## src/rtl/hes_pkg.sv

```systemverilog
// Shared types and defaults for the HES input feeder.
// Optional feature macro: HES_LEN_SUFFIX_EN (adds the SUFFIX state).
package hes_pkg;

  localparam int unsigned BYTE_W        = 8;
  localparam int unsigned LEN_W_DEF     = 32;
  localparam int unsigned LEN_BYTES_DEF = 4;

`ifdef HES_LEN_SUFFIX_EN
  typedef enum logic [1:0] {
    StIdle   = 2'd0,
    StActive = 2'd1,
    StSuffix = 2'd2,
    StDone   = 2'd3
  } hes_state_e;
`else
  typedef enum logic [1:0] {
    StIdle   = 2'd0,
    StActive = 2'd1,
    StDone   = 2'd3
  } hes_state_e;
`endif

endpackage

```

## src/rtl/hes_input_feeder_if.sv

```systemverilog
// Byte input stream plus the F_dr/F_rtr feed toward the hash.
// master: the feeder side; slave: the file reader / hash side.
interface hes_input_feeder_if;

  logic [hes_pkg::BYTE_W-1:0] in_data;
  logic                       in_valid;
  logic                       in_last;
  logic                       in_ready;
  logic [hes_pkg::BYTE_W-1:0] M;
  logic                       F_dr;
  logic                       F_rtr;
  logic                       End_of_File;

  modport master (
    input  in_data, in_valid, in_last, F_rtr,
    output in_ready, M, F_dr, End_of_File
  );

  modport slave (
    output in_data, in_valid, in_last, F_rtr,
    input  in_ready, M, F_dr, End_of_File
  );

endinterface

```

## src/rtl/hes_skid_fifo.sv

```systemverilog
// Two-entry byte FIFO with registered head; flush empties it in one cycle.
module hes_skid_fifo
  import hes_pkg::*;
(
  input  logic              clk,
  input  logic              rst_n,
  input  logic              flush,
  input  logic [BYTE_W-1:0] in_data,
  input  logic              in_valid,
  output logic              in_ready,
  output logic [BYTE_W-1:0] out_data,
  output logic              out_valid,
  input  logic              out_ready,
  output logic [1:0]        count
);

  logic [BYTE_W-1:0] mem_q [2];
  logic              wr_ptr_q;
  logic              rd_ptr_q;
  logic [1:0]        count_q;
  logic              push;
  logic              pop;

  // A full FIFO can still take a byte when the head leaves in the same cycle.
  assign in_ready  = (count_q != 2'd2) | out_ready;
  assign out_valid = (count_q != 2'd0);
  assign out_data  = mem_q[rd_ptr_q];
  assign count     = count_q;
  assign push      = in_valid & in_ready;
  assign pop       = out_valid & out_ready;

  // Storage, pointers and occupancy.
  always_ff @(posedge clk or negedge rst_n) begin
    if (!rst_n) begin
      for (int i = 0; i < 2; i++) mem_q[i] <= '0;
      wr_ptr_q <= 1'b0;
      rd_ptr_q <= 1'b0;
      count_q  <= 2'd0;
    end else if (flush) begin
      wr_ptr_q <= 1'b0;
      rd_ptr_q <= 1'b0;
      count_q  <= 2'd0;
    end else begin
      if (push) begin
        mem_q[wr_ptr_q] <= in_data;
        wr_ptr_q        <= ~wr_ptr_q;
      end
      if (pop) rd_ptr_q <= ~rd_ptr_q;
      count_q <= count_q + {1'b0, push} - {1'b0, pop};
    end
  end

endmodule

```

## src/rtl/hes_input_feeder.sv

```systemverilog
// Feeds a byte stream into the HES hash over F_dr/F_rtr and counts message bytes.
// Optional feature macro: HES_LEN_SUFFIX_EN appends msg_len (LSB first, LEN_BYTES
// bytes) after the data and before End_of_File.
module hes_input_feeder
  import hes_pkg::*;
#(
  parameter int unsigned LEN_W     = LEN_W_DEF,
  parameter int unsigned LEN_BYTES = LEN_BYTES_DEF
) (
  input  logic                clk,
  input  logic                rst_n,
  input  logic                start,
  input  logic                empty_msg,
  hes_input_feeder_if.master  feed,
  output logic [LEN_W-1:0]    msg_len,
  output logic                len_ovf,
  output logic                busy
);

  hes_state_e        state_q;
  logic [LEN_W-1:0]  msg_len_q;
  logic              len_ovf_q;
  logic              eof_q;
  logic              last_seen_q;

  logic              fifo_in_ready;
  logic              fifo_valid;
  logic [BYTE_W-1:0] fifo_data;
  logic [1:0]        fifo_count;
  logic              accept;
  logic              suffix_phase;
  logic [BYTE_W-1:0] suffix_byte;

  // Input is throttled only by our own state and occupancy, never by F_rtr.
  assign feed.in_ready = (state_q == StActive) & (fifo_count != 2'd2) & fifo_in_ready &
                         ~last_seen_q;
  assign accept        = feed.in_valid & feed.in_ready;

  hes_skid_fifo u_fifo (
    .clk       (clk),
    .rst_n     (rst_n),
    .flush     (start),
    .in_data   (feed.in_data),
    .in_valid  (accept),
    .in_ready  (fifo_in_ready),
    .out_data  (fifo_data),
    .out_valid (fifo_valid),
    .out_ready (feed.F_rtr),
    .count     (fifo_count)
  );

`ifdef HES_LEN_SUFFIX_EN
  localparam int unsigned IdxW = (LEN_BYTES > 1) ? $clog2(LEN_BYTES) : 1;
  localparam int unsigned ExtW = (LEN_W > LEN_BYTES * 8) ? LEN_W : LEN_BYTES * 8;

  logic [IdxW-1:0] idx_q;
  logic [ExtW-1:0] len_ext;

  // Suffix bytes only go out once every data byte has left the FIFO.
  assign suffix_phase = (state_q == StSuffix) & ~fifo_valid;
  assign len_ext      = ExtW'(msg_len_q);
  assign suffix_byte  = len_ext[8*idx_q +: 8];
`else
  logic final_data;

  // Last data byte leaving: FIFO holds only it and no more input can arrive.
  assign final_data   = last_seen_q & (fifo_count == 2'd1) & fifo_valid & feed.F_rtr;
  assign suffix_phase = 1'b0;
  assign suffix_byte  = '0;
`endif

  assign feed.F_dr        = fifo_valid | suffix_phase;
  assign feed.M           = fifo_valid ? fifo_data : (suffix_phase ? suffix_byte : '0);
  assign feed.End_of_File = eof_q;
  assign msg_len          = msg_len_q;
  assign len_ovf          = len_ovf_q;
  assign busy             = ~((state_q == StIdle) | (state_q == StDone));

  // Control FSM, byte counter and registered status; start overrides everything.
  always_ff @(posedge clk or negedge rst_n) begin
    if (!rst_n) begin
      state_q     <= StIdle;
      msg_len_q   <= '0;
      len_ovf_q   <= 1'b0;
      eof_q       <= 1'b0;
      last_seen_q <= 1'b0;
`ifdef HES_LEN_SUFFIX_EN
      idx_q       <= '0;
`endif
    end else if (start) begin
      state_q     <= StActive;
      msg_len_q   <= '0;
      len_ovf_q   <= 1'b0;
      eof_q       <= 1'b0;
      last_seen_q <= 1'b0;
`ifdef HES_LEN_SUFFIX_EN
      idx_q       <= '0;
`endif
    end else begin
      if (accept) begin
        if (msg_len_q == '1) len_ovf_q <= 1'b1;
        else                 msg_len_q <= msg_len_q + LEN_W'(1);
        if (feed.in_last) last_seen_q <= 1'b1;
      end
      unique case (state_q)
        StActive: begin
`ifdef HES_LEN_SUFFIX_EN
          if (accept && feed.in_last) begin
            state_q <= StSuffix;
          end else
`else
          if (final_data) begin
            state_q <= StDone;
            eof_q   <= 1'b1;
          end else
`endif
          // A zero-length message is only legal before any byte was taken.
          if (empty_msg && !accept && (msg_len_q == '0) && !last_seen_q) begin
            state_q <= StDone;
            eof_q   <= 1'b1;
          end
        end
`ifdef HES_LEN_SUFFIX_EN
        StSuffix: begin
          if (suffix_phase && feed.F_rtr) begin
            if (idx_q == IdxW'(LEN_BYTES - 1)) begin
              state_q <= StDone;
              eof_q   <= 1'b1;
            end else begin
              idx_q <= idx_q + IdxW'(1);
            end
          end
        end
`endif
        default: ;
      endcase
    end
  end

endmodule
```

## src/flat_wrapper.sv

```systemverilog
// flat-port wrapper written by rule: the top's interface ports become plain ports
module hes_input_feeder_flat import hes_pkg::*;
#(
  parameter int unsigned LEN_W     = LEN_W_DEF,
  parameter int unsigned LEN_BYTES = LEN_BYTES_DEF
)
  (clk, rst_n, start, empty_msg, msg_len, len_ovf, busy, feed_in_data, feed_in_valid, feed_in_last, feed_F_rtr, feed_in_ready, feed_M, feed_F_dr, feed_End_of_File);
  hes_input_feeder_if feed_i ();
  input  logic clk;
  input  logic rst_n;
  input  logic start;
  input  logic empty_msg;
  output logic [LEN_W-1:0] msg_len;
  output logic len_ovf;
  output logic busy;
  input wire logic [$bits(feed_i.in_data)-1:0] feed_in_data;
  input wire logic [$bits(feed_i.in_valid)-1:0] feed_in_valid;
  input wire logic [$bits(feed_i.in_last)-1:0] feed_in_last;
  input wire logic [$bits(feed_i.F_rtr)-1:0] feed_F_rtr;
  output wire logic [$bits(feed_i.in_ready)-1:0] feed_in_ready;
  output wire logic [$bits(feed_i.M)-1:0] feed_M;
  output wire logic [$bits(feed_i.F_dr)-1:0] feed_F_dr;
  output wire logic [$bits(feed_i.End_of_File)-1:0] feed_End_of_File;
  assign feed_i.in_data = feed_in_data;
  assign feed_i.in_valid = feed_in_valid;
  assign feed_i.in_last = feed_in_last;
  assign feed_i.F_rtr = feed_F_rtr;
  assign feed_in_ready = feed_i.in_ready;
  assign feed_M = feed_i.M;
  assign feed_F_dr = feed_i.F_dr;
  assign feed_End_of_File = feed_i.End_of_File;
  hes_input_feeder #(.LEN_W(LEN_W), .LEN_BYTES(LEN_BYTES)) u_core (.clk(clk), .rst_n(rst_n), .start(start), .empty_msg(empty_msg), .feed(feed_i), .msg_len(msg_len), .len_ovf(len_ovf), .busy(busy));
endmodule
```

## config.mk

```make
export PLATFORM = sky130hd
export DESIGN_NAME = hes_input_feeder_flat
export DESIGN_NICKNAME = d
export VERILOG_FILES = /design/src/rtl/hes_pkg.sv /design/src/rtl/hes_input_feeder_if.sv /design/src/rtl/hes_skid_fifo.sv /design/src/rtl/hes_input_feeder.sv /design/src/flat_wrapper.sv
export SDC_FILE = /design/constraint.sdc
export NUM_CORES = 1
export LEC_CHECK = 0
export ABC_AREA = 1
export BUFFER_PORTS_ARGS = -buffer_cell sky130_fd_sc_hd__buf_2
export CORE_AREA = 3 3 85 87
export DETAILED_ROUTE_END_ITERATION = 10
export DIE_AREA = 0 0 88 90
export GPL_TIMING_DRIVEN = 0
export PLACE_DENSITY = 0.84
export SLEW_MARGIN = 30
export SYNTH_ARGS = -nofsm -noshare
export SYNTH_HDL_FRONTEND = slang
export SYNTH_HIERARCHICAL = 1
export SYNTH_SLANG_ARGS = --single-unit
export TNS_END_PERCENT = 30
```

## constraint.sdc

```tcl
create_clock -name clk -period 2.5 [get_ports clk]
set_input_delay 0.125 -clock clk [delete_from_list [all_inputs] [get_ports clk]]
set_output_delay 0.125 -clock clk [all_outputs]
set_load 0.02 [all_outputs]
```

==> results.json <==
{
  "slew_viol_final": 0,
  "crit_fanout": 10,
  "relSlewSlack_pct": 52.56,
  "irDropWorstVdd_v": 0.0003781,
  "cp_slowest_cell": "dfrtp_2",
  "nNetsFinal": 642,
  "grt_pass1_vias": 3496,
  "crit_chain": "nand3_2, buf_6, buf_6, nand2_1, nor2_1, nand2_2, nor2_4, buf_6, nand2_1, ha_1, inv_1, ha_1, nand3_1, nand2_1, nor2_1",
  "synthToLayoutAreaGrowth_pct": 13.96,
  "portBuffers": 59,
  "hold_start": "feed_in_last",
  "synth-seq-area-share_pct": 37.94,
  "dieWidth_um": 88,
  "cts_sinks": 56,
  "hold_depth": 3,
  "root_buffer": "clkbuf_8",
  "cts_tree": "built",
  "hp-class": "primary input to flip-flop",
  "timing.rr.start": "u_core/u_fifo/count[1]",
  "drt_iter0_markers": 315,
  "placementRows": 29,
  "finalHoldViolCount": 0,
  "r2r_end": "u_core/u_fifo/count[1]",
  "synth_seq_cells": 56,
  "period_share_pct": 93.29,
  "ios": 60,
  "htree_num_levels": 2,
  "clk_pin_slew_worst_paths_ns": 0.11,
  "vias_per_cell": 5.387,
  "final_cell_mix": "nand2_1 (216), nor2_1 (83), buf_2 (64)",
  "syn_avg_cell_area_um2": 6.667,
  "syn_area_um2": 3694,
  "r2r_cells": 15,
  "cp_slowest_stage_delay_ns": 0.45,
  "start_util_pct": 57.51,
  "setup_viol": 0,
  "r2r_setup_slack_ns": 0.17,
  "status": "finished clean",
  "layout-drive-gt1-share_pct": 17.17,
  "ys_types": 29,
  "placeableCoreArea_um2": 6422,
  "die_height_um": 90,
  "clk-insertion-delay-late_ns": 0.31,
  "dieArea_um2": 7920,
  "cts_made_buffers": 5,
  "cap_violations": 0,
  "power.leakage_nw": 2.175,
  "yosys_warnings": 6,
  "worstPathRequired_ns": 2.72,
  "diodes": 0,
  "dr.pass1.iters": 5,
  "place_congestion": 0.9539,
  "hold_end": "u_core/last_seen_q",
  "arrival_ns": 2.55,
  "yosysTopAreaCellShare_pct": 37.94,
  "critical_path_class": "flip-flop to flip-flop",
  "clock_path_buffers": 2,
  "yosys.area.top_type": "dfrtp_1",
  "grt_max_degree": 57,
  "gr-total-overflow": 0,
  "synth_area_leaders": "dfrtp_1 (38%), nand2_1 (22%), nor2_1 (8.5%), nand3_1 (5.1%), inv_1 (5.1%)",
  "clock_skew_ns": 0.01327,
  "dp_hpwl_um": 7512,
  "grt_pass1_wl_um": 16600,
  "power_w": 0.002874,
  "tns_ns": 0,
  "syn_nets": 574,
  "powerDensity_nw_per_um2": 682.7,
  "track_usage_pct": 25.88,
  "layout.cells.most_common": "nand2_1",
  "antenna_found_initial": 0,
  "worstSetupEndpointType": "flip-flop",
  "routedWlPerCell_um": 14.37,
  "synth_cells": 554,
  "finalCriticalPeriod_ns": 2.332,
  "tightest_slew_ns": 0.7115,
  "num_vias": 3771,
  "start_kind": "flip-flop",
  "wl_um": 10060,
  "fmax_mhz": 428.8,
  "antenna_left": 0,
  "rsz0062_at_grt": "false",
  "route.detailed.drc": 0
}
==> metal layers <==
layer,routed length (µm),GRT usage [%],part of all wire [%],vias to the layer above
li1,-,-,-,1862
met3,510,2.834,5.1,18
met2,5054,44.66,50,135
met5,0,0,0,-
met4,225,8.056,2.2,0
met1,4271,33.35,42,1756
==> cell type report <==
type | instances | area, µm²
buffer | 15 | 105.1
clock buffer | 6 | 72.57
clock inverter | 2 | 16.27
fill | 616 | 2213
inverter | 53 | 198.9
multi-input combinational | 430 | 2002
sequential | 56 | 1403
tap | 77 | 96.34
timing repair buffer | 61 | 315.3
==> report_power, final <==
group	switching, W	internal (W)
registers	0.000118	0.00107
clock network	0.000312	0.000201
logic	0.000787	0.000386
total	0.00122	0.00166
==> cells in the mapped netlist <==
cell / number
nand2_1: 217
nor2_1: 84
dfrtp_1: 56
inv_1: 50
nand3_1: 38
o21ai_0: 22
nand4_1: 19
nand2_2: 10
xor2_1: 7
buf_2: 6
ha_1: 5
xnor2_1: 5
a21oi_1: 4
clkbuf_1: 4
or2_2: 4
buf_6: 3
nand3_4: 3
nor2_4: 3
clkinv_1: 2
nand2_4: 2
o21ai_1: 2
buf_4: 1
buf_8: 1
inv_2: 1
nand3_2: 1
nand3b_1: 1
nor2_2: 1
nor2_8: 1
nor3_1: 1
==> state kept, by name, indices dropped and copies added, names as in the netlist <==
name / cells
u_core/len_ovf: 1
u_core/u_fifo/mem_q: 16
u_core/state_q: 2
u_core/u_fifo/rd_ptr_q: 1
u_core/last_seen_q: 1
u_core/u_fifo/wr_ptr_q: 1
u_core/msg_len: 32
u_core/u_fifo/count: 2
==> critical path, delay by kind of cell (launching register included) <==
kind          cells  cell delay, ns
flops             1            0.45
fa+ha+maj         2            0.45
simple gates      9            0.80
buf+inv           4            0.53
==> timing repair <==
item,4_1_cts,5_1_grt
resized for setup,1,4
hold buffers,1,0
hold endpoints to repair,56,0
setup buffers,0,1
setup endpoints to repair,2,2
pin swaps,0,1
==> stage by stage <==
step	hold WS (ns)	utilization (%)	cell area, µm²	cells	setup WS (ns)
after floorplan	-0.1706	-	3694	554	0.2471
after global placement	0.3815	63.61	4085	690	-0.03015
after detailed placement	0.2357	63.65	4088	690	-0.04461
after CTS	0.04567	65.23	4189	699	0.01652
after global routing	0.03623	65.54	4209	700	0.0002476
final	0.05303	65.54	4209	700	0.1678
==> worst max path at each step <==
stage,startpoint,end,slack [ns],cells after the start
floorplan,u_core/u_fifo/count[1],u_core/u_fifo/count[1],0.25,14
global placement,u_core/u_fifo/count[1],u_core/u_fifo/count[0],-0.03,14
detailed placement,u_core/u_fifo/count[1],u_core/u_fifo/count[1],-0.04,15
CTS,u_core/u_fifo/count[1],u_core/u_fifo/count[1],0.02,15
global route,u_core/u_fifo/count[0],u_core/u_fifo/count[1],0.0002,16
finish,u_core/u_fifo/count[1],u_core/u_fifo/count[1],0.17,15
==> logic make-up after synthesis <==
logic type	after synthesis	synth area share, %
simple gates	385	45.60
buf+inv	68	8.130
flops	56	37.94
compound gates	28	3.794
xor+xnor	12	2.846
fa+ha+maj	5	1.694
No activity file was read; power rests on OpenSTA's default activity.
